--- src/rtl/mux_scan_pkg.sv ---
// Shared types and helpers for the 8:1 mux scan controller.
package mux_scan_pkg;

  localparam int SEL_W  = 3;
  localparam int MAX_CH = 8;

  typedef enum logic [1:0] {
    IDLE,
    DWELL,
    PUBLISH
  } state_t;

  // Channel index to select pins {b0,b1,b2}; b0 carries the index MSB.
  function automatic logic [SEL_W-1:0] sel_bits(input logic [SEL_W-1:0] k);
    return {k[2], k[1], k[0]};
  endfunction

endpackage

--- src/rtl/mux_scan_dwell_cnt.sv ---
// Dwell counter: counts 0..DWELL-1 while run is high and wraps; tc flags the last count.
// Dropping run returns the count to 0 so every channel starts a fresh dwell.
module mux_scan_dwell_cnt #(
  parameter int DWELL = 4,
  parameter int CNT_W = 3
) (
  input  logic clk,
  input  logic reset,
  input  logic run,
  output logic tc
);

  localparam logic [CNT_W-1:0] LAST = CNT_W'(DWELL - 1);

  logic [CNT_W-1:0] cnt;

  assign tc = (cnt == LAST);

  always_ff @(posedge clk) begin
    if (reset || !run) begin
      cnt <= '0;
    end else if (tc) begin
      cnt <= '0;
    end else begin
      cnt <= cnt + CNT_W'(1);
    end
  end

endmodule

--- src/rtl/mux_scan_ctrl.sv ---
// Round-robin scan sequencer for the 8:1 data-select mux; packs one sampled bit per channel into a frame.
// Define MUX_SCAN_SYNC_EN to pass s_in through a 2-flop synchronizer (then DWELL must be >= 3).
module mux_scan_ctrl #(
  parameter int N_CH  = 7,
  parameter int DWELL = 4,
  parameter int CNT_W = 3
) (
  input  logic            clk,
  input  logic            reset,
  input  logic            en,
  input  logic            s_in,
  output logic            b0,
  output logic            b1,
  output logic            b2,
  output logic            busy,
  output logic [N_CH-1:0] frame_out,
  output logic            frame_valid,
  input  logic            frame_ready,
  output logic            changed
);
  import mux_scan_pkg::*;

  localparam logic [SEL_W-1:0] LAST_CH = SEL_W'(N_CH - 1);

  if (N_CH < 1 || N_CH > MAX_CH) begin : g_bad_nch
    $error("mux_scan_ctrl: N_CH must be in 1..8");
  end
  if ((2 ** CNT_W) < DWELL) begin : g_bad_cnt_w
    $error("mux_scan_ctrl: CNT_W too narrow for DWELL");
  end

  state_t            state;
  state_t            state_nxt;
  logic [SEL_W-1:0]  k;
  logic [SEL_W-1:0]  k_nxt;
  logic [N_CH-1:0]   shadow;
  logic [N_CH-1:0]   last_acc;
  logic              s_samp;
  logic              tc;
  logic              run;
  logic              sample;
  logic              load;
  logic              xfer;
  logic              can_load;
  logic              last_ch;

`ifdef MUX_SCAN_SYNC_EN
  logic [1:0] sync;

  if (DWELL < 3) begin : g_bad_dwell
    $error("mux_scan_ctrl: DWELL must be >= 3 with the s_in synchronizer");
  end

  always_ff @(posedge clk) begin
    if (reset) begin
      sync <= '0;
    end else begin
      sync <= {sync[0], s_in};
    end
  end

  assign s_samp = sync[1];
`else
  if (DWELL < 1) begin : g_bad_dwell
    $error("mux_scan_ctrl: DWELL must be >= 1");
  end

  assign s_samp = s_in;
`endif

  mux_scan_dwell_cnt #(
    .DWELL (DWELL),
    .CNT_W (CNT_W)
  ) u_dwell_cnt (
    .clk   (clk),
    .reset (reset),
    .run   (run),
    .tc    (tc)
  );

  assign xfer     = frame_valid && frame_ready;
  assign can_load = !frame_valid || frame_ready;
  assign last_ch  = (k == LAST_CH);

  always_ff @(posedge clk) begin
    if (reset) begin
      state <= mux_scan_pkg::IDLE;
    end else begin
      state <= state_nxt;
    end
  end

  always_comb begin
    state_nxt = state;
    case (state)
      mux_scan_pkg::IDLE: begin
        if (en) state_nxt = mux_scan_pkg::DWELL;
      end
      mux_scan_pkg::DWELL: begin
        if (!en)                state_nxt = mux_scan_pkg::IDLE;
        else if (tc && last_ch) state_nxt = mux_scan_pkg::PUBLISH;
      end
      mux_scan_pkg::PUBLISH: begin
        if (can_load) state_nxt = en ? mux_scan_pkg::DWELL : mux_scan_pkg::IDLE;
      end
      default: state_nxt = mux_scan_pkg::IDLE;
    endcase
  end

  // Dropping en mid-scan abandons the partial frame; the shadow bits are simply overwritten later.
  always_comb begin
    busy   = 1'b0;
    run    = 1'b0;
    sample = 1'b0;
    load   = 1'b0;
    k_nxt  = k;
    case (state)
      mux_scan_pkg::IDLE: begin
        k_nxt = '0;
      end
      mux_scan_pkg::DWELL: begin
        busy = 1'b1;
        if (!en) begin
          k_nxt = '0;
        end else begin
          run = 1'b1;
          if (tc) begin
            sample = 1'b1;
            if (!last_ch) k_nxt = k + SEL_W'(1);
          end
        end
      end
      mux_scan_pkg::PUBLISH: begin
        busy = 1'b1;
        if (can_load) begin
          load  = 1'b1;
          k_nxt = '0;
        end
      end
      default: k_nxt = '0;
    endcase
  end

  // On a load that coincides with a transfer, the frame leaving now is the one to compare against.
  always_ff @(posedge clk) begin
    if (reset) begin
      k           <= '0;
      shadow      <= '0;
      last_acc    <= '0;
      frame_out   <= '0;
      frame_valid <= 1'b0;
      changed     <= 1'b0;
    end else begin
      k <= k_nxt;
      if (sample) begin
        for (int i = 0; i < N_CH; i++) begin
          if (k == SEL_W'(i)) shadow[i] <= s_samp;
        end
      end
      if (xfer) last_acc <= frame_out;
      if (load) begin
        frame_out   <= shadow;
        frame_valid <= 1'b1;
        changed     <= (shadow != (xfer ? frame_out : last_acc));
      end else if (xfer) begin
        frame_valid <= 1'b0;
      end
    end
  end

  assign {b0, b1, b2} = sel_bits(k);

endmodule

--- config.mk ---
export PLATFORM = sky130hd
export DESIGN_NAME = mux_scan_ctrl
export DESIGN_NICKNAME = d
export VERILOG_FILES = /design/src/rtl/mux_scan_pkg.sv /design/src/rtl/mux_scan_dwell_cnt.sv /design/src/rtl/mux_scan_ctrl.sv
export SDC_FILE = /design/constraint.sdc
export NUM_CORES = 1
export LEC_CHECK = 0
export ABC_CLOCK_PERIOD_IN_PS = 2000
export CAP_MARGIN = 10
export CORE_MARGIN = 1.5
export CORE_UTILIZATION = 54
export CTS_CLUSTER_DIAMETER = 150
export DETAILED_ROUTE_END_ITERATION = 6
export PLACE_DENSITY = 0.85
export SLEW_MARGIN = 20
export SYNTH_ARGS = -nofsm -noshare
export SYNTH_HDL_FRONTEND = slang
export SYNTH_SLANG_ARGS = --single-unit
--- constraint.sdc ---
create_clock -name clk -period 2 [get_ports clk]
set_input_delay 0.3 -clock clk [delete_from_list [all_inputs] [get_ports clk]]
set_output_delay 0.3 -clock clk [all_outputs]
set_load 0.05 [all_outputs]
==> run_results.csv <==
group,metric,value,unit
timing,finalCriticalPeriod,1.884,ns
floorplanning,floorplan.io_pins,18,
clock_network,cts_max_level,2,
placed_design,dpl_cell_area,1734,um^2
floorplanning,fp.dieH,56.08,um
detailed_routing,drt_iter0_drc,33,
worst_setup_path,critPathCaptureType,"output pin",
timing,fin_worst_skew,0.007421,ns
yosys,synth.avg_cell_area,8.645,um^2
yosys,synth_seq_area_share,40.79,%
global_routing,grt_pass1_wl,5.009,mm
floorplanning,die_area,3145,um^2
placed_design,gp_routability_congestion,0.7670,
detailed_routing,routed_via_density,5.511,
yosys,distinct_cell_type_count_after_synthesis,35,
final_layout,most-common-layout-cells,"dfxtp_1 (31), nand2_1 (24), nor2_1 (22)",
final_layout,area_growth_syn_to_layout,18.67,%
final_layout,nets,214,
placed_design,dpl.hpwl,2.282,mm
timing,finalHoldWorstSlack,0.4420,ns
timing,totalNegativeSetupSlack,0,ns
timing,setup_viol,0,
worst_setup_path,worstPathArrival,1.58,ns
detailed_routing,post-route-drc-count,0,
final_layout,final_design_area_no_fill,1805,um^2
detailed_routing,total_number_of_vias,1262,
detailed_routing,post_drt_wl_per_cell,13.36,um
yosys,yosysWarningCount,0,
detailed_routing,ant_nets,0,
clock_network,postCtsHoldBufs,0,
clock_network,ctsRootBufferMaster,"clkbuf_4",
global_routing,track_usage,20.93,%
worst_setup_path,cpPeakStageDelay,0.83,ns
floorplanning,core-area,2710,um^2
yosys,synth_cells,176,
timing,timing.fmax,530.8,MHz
timing,worst-slew-pin-transition,0.5703,ns
timing,rsz_0062_raised_after_global_routing,"false",
worst_setup_path,critPathMaxFanout,4,
clock_network,cts_tree,"built",
floorplanning,die-width,56.08,um
placed_design,dp_worst_setup_slack,0.08175,ns
floorplanning,core.rowCount,19,
global_routing,antenna_violations_before_repair,0,
power_and_ir_drop,ir_drop,812.7,uV
global_routing,grt_start_max_net_pins,22,
worst_setup_path,startpoint_type,"register",
flow_run,drv_cap,0,
clock_network,clkLatencyLatePin,0.34,ns
clock_network,cts_repair_resize_count,0,
final_layout,mostFrequentLayoutCell,"dfxtp_1",
worst_setup_path,timing.critical_path.max_delay_family,"buffers and inverters",
timing,fin_crit_sh,94.20,%
timing,max-slew-margin-rel,61.98,%
detailed_routing,firstDrtPassIters,4,
power_and_ir_drop,p_leak,0.7372,nW
worst_setup_path,cp_data_required_time,1.70,ns
clock_network,clk_transition_reported_paths,0.09,ns
yosys,synth.cell_area,1521,um^2
worst_setup_path,critPathKind,"reg -> out",
global_routing,overflow,0,
hold_path,hold_path.class,"reg -> reg",
floorplanning,initial_utilization,56.14,%
placed_design,numPortBuffers,17,
final_layout,final_layout_size_suffix_gt1_share,7.071,%
detailed_routing,drt-total-wl,3.060,mm
yosys,yosys_register_bits,31,
yosys,synth_nets,192,
timing,final_ws_setup,0.1160,ns
worst_setup_path,path_buf_inv,1,
final_layout,num_antenna_cells,0,
worst_setup_path,cp_slowest_cell,"clkdlybuf4s50_1",
worst_setup_path,crit_chain,"clkdlybuf4s50_1",
clock_network,cts_post_setup_buffers_inserted,0,
run_status,outcome,"finished, final reports clean",
global_routing,vias_in_the_first_global_route,1173,
clock_network,cts.sink_count,31,
clock_network,clk_path_buf_depth,2,
clock_network,cts_buffers,5,
timing,number_of_endpoints_with_negative_hold_slack_in_the_final_report,0,
power_and_ir_drop,powerDensity,719.6,nW/um^2
timing,final_max_slew_viol_count,0,
==> synth_stat cells <==
| library cell | instances | area (um^2) |
|---|---|---|
| o2111ai_1 | 1 | 8.760 |
| nand2_1 | 24 | 90.09 |
| nand3_2 | 1 | 10.01 |
| or3_1 | 1 | 6.260 |
| nor4_1 | 2 | 12.51 |
| xnor2_1 | 5 | 43.79 |
| dfxtp_1 | 31 | 620.6 |
| a21oi_1 | 12 | 60.06 |
| ha_1 | 11 | 137.6 |
| a211oi_1 | 1 | 7.510 |
| a222oi_1 | 1 | 10.01 |
| o2bb2ai_1 | 1 | 8.760 |
| and4b_2 | 1 | 11.26 |
| clkbuf_1 | 5 | 18.77 |
| mux2i_1 | 14 | 140.1 |
| nor3_1 | 1 | 5.000 |
| and2_1 | 2 | 12.51 |
| a21o_1 | 1 | 7.510 |
| o21a_1 | 1 | 7.510 |
| buf_2 | 1 | 5.000 |
| a31oi_1 | 1 | 6.260 |
| a21boi_0 | 1 | 7.510 |
| nor4b_1 | 1 | 8.760 |
| nand2b_1 | 3 | 18.77 |
| o21ai_0 | 2 | 10.01 |
| inv_1 | 11 | 41.29 |
| mux2_2 | 1 | 11.26 |
| nor2_1 | 22 | 82.58 |
| nor2b_1 | 2 | 12.51 |
| and3_1 | 1 | 6.260 |
| nand3_1 | 8 | 40.04 |
| a41oi_1 | 1 | 8.760 |
| xor2_1 | 3 | 26.28 |
| a22oi_1 | 1 | 7.510 |
| a32o_1 | 1 | 10.01 |
==> flip-flops by register name, indices dropped and copies added (netlist names) <==
signal,count
changed,1
shadow,7
last_acc,7
frame_out,7
state,2
frame_valid,1
u_dwell_cnt.cnt,3
k,3
==> final cells by class <==
class / count / area, um^2
Fill cell: 239 / 904.6
Multi-Input combinational cell: 128 / 835.8
Tap cell: 31 / 38.79
Timing Repair Buffer: 21 / 197.7
Inverter: 11 / 41.29
Sequential cell: 31 / 620.6
Clock inverter: 1 / 30.03
Clock buffer: 6 / 41.29
==> per-layer routing <==
metal | part of all wire [%] | GRT usage, %
met4 | 2.3 | 11.22
met5 | 0 | 0
met3 | 3.6 | 5.116
met1 | 43 | 23.71
met2 | 51 | 35.97
==> metrics by stage <==
step	util, %	power [mW]	cells
after floorplan	-	0.7911	176
after CTS	66.62	1.309	229
after global routing	66.62	1.349	229
final	66.62	1.299	229
after detailed placement	63.99	0.8474	222
after global placement	63.99	0.8366	222
==> path summary, 6_finish.rpt <==
kind	from	to	slack (ns)	cells past startpoint
worst max-delay path	frame_out[6]	frame_out[6]	0.12	1
worst min register to register	u_dwell_cnt.cnt[0]	u_dwell_cnt.cnt[0]	0.44	1
worst min-delay path	u_dwell_cnt.cnt[0]	u_dwell_cnt.cnt[0]	0.44	1
worst max register to register	u_dwell_cnt.cnt[0]	state[0]	0.15	6
==> cell families after synthesis <==
| kind of cell | share of synthesized area (%) |
|---|---|
| buffers and inverters | 4.276 |
| flip-flops | 40.79 |
| AO/OA/AOI/OAI | 10.53 |
| XOR/XNOR | 4.605 |
| multiplexers | 9.950 |
| AND/OR/NAND/NOR | 20.81 |
| adder cells (fa/ha/maj) | 9.046 |
==> report_power, final <==
part	internal, mW	total, mW	switching, mW
clock	0.257	0.464	0.206
sequential	0.630	0.642	0.0119
combinational	0.0742	0.194	0.120
total	0.961	1.30	0.338
(Power assumes the default switching activity.)
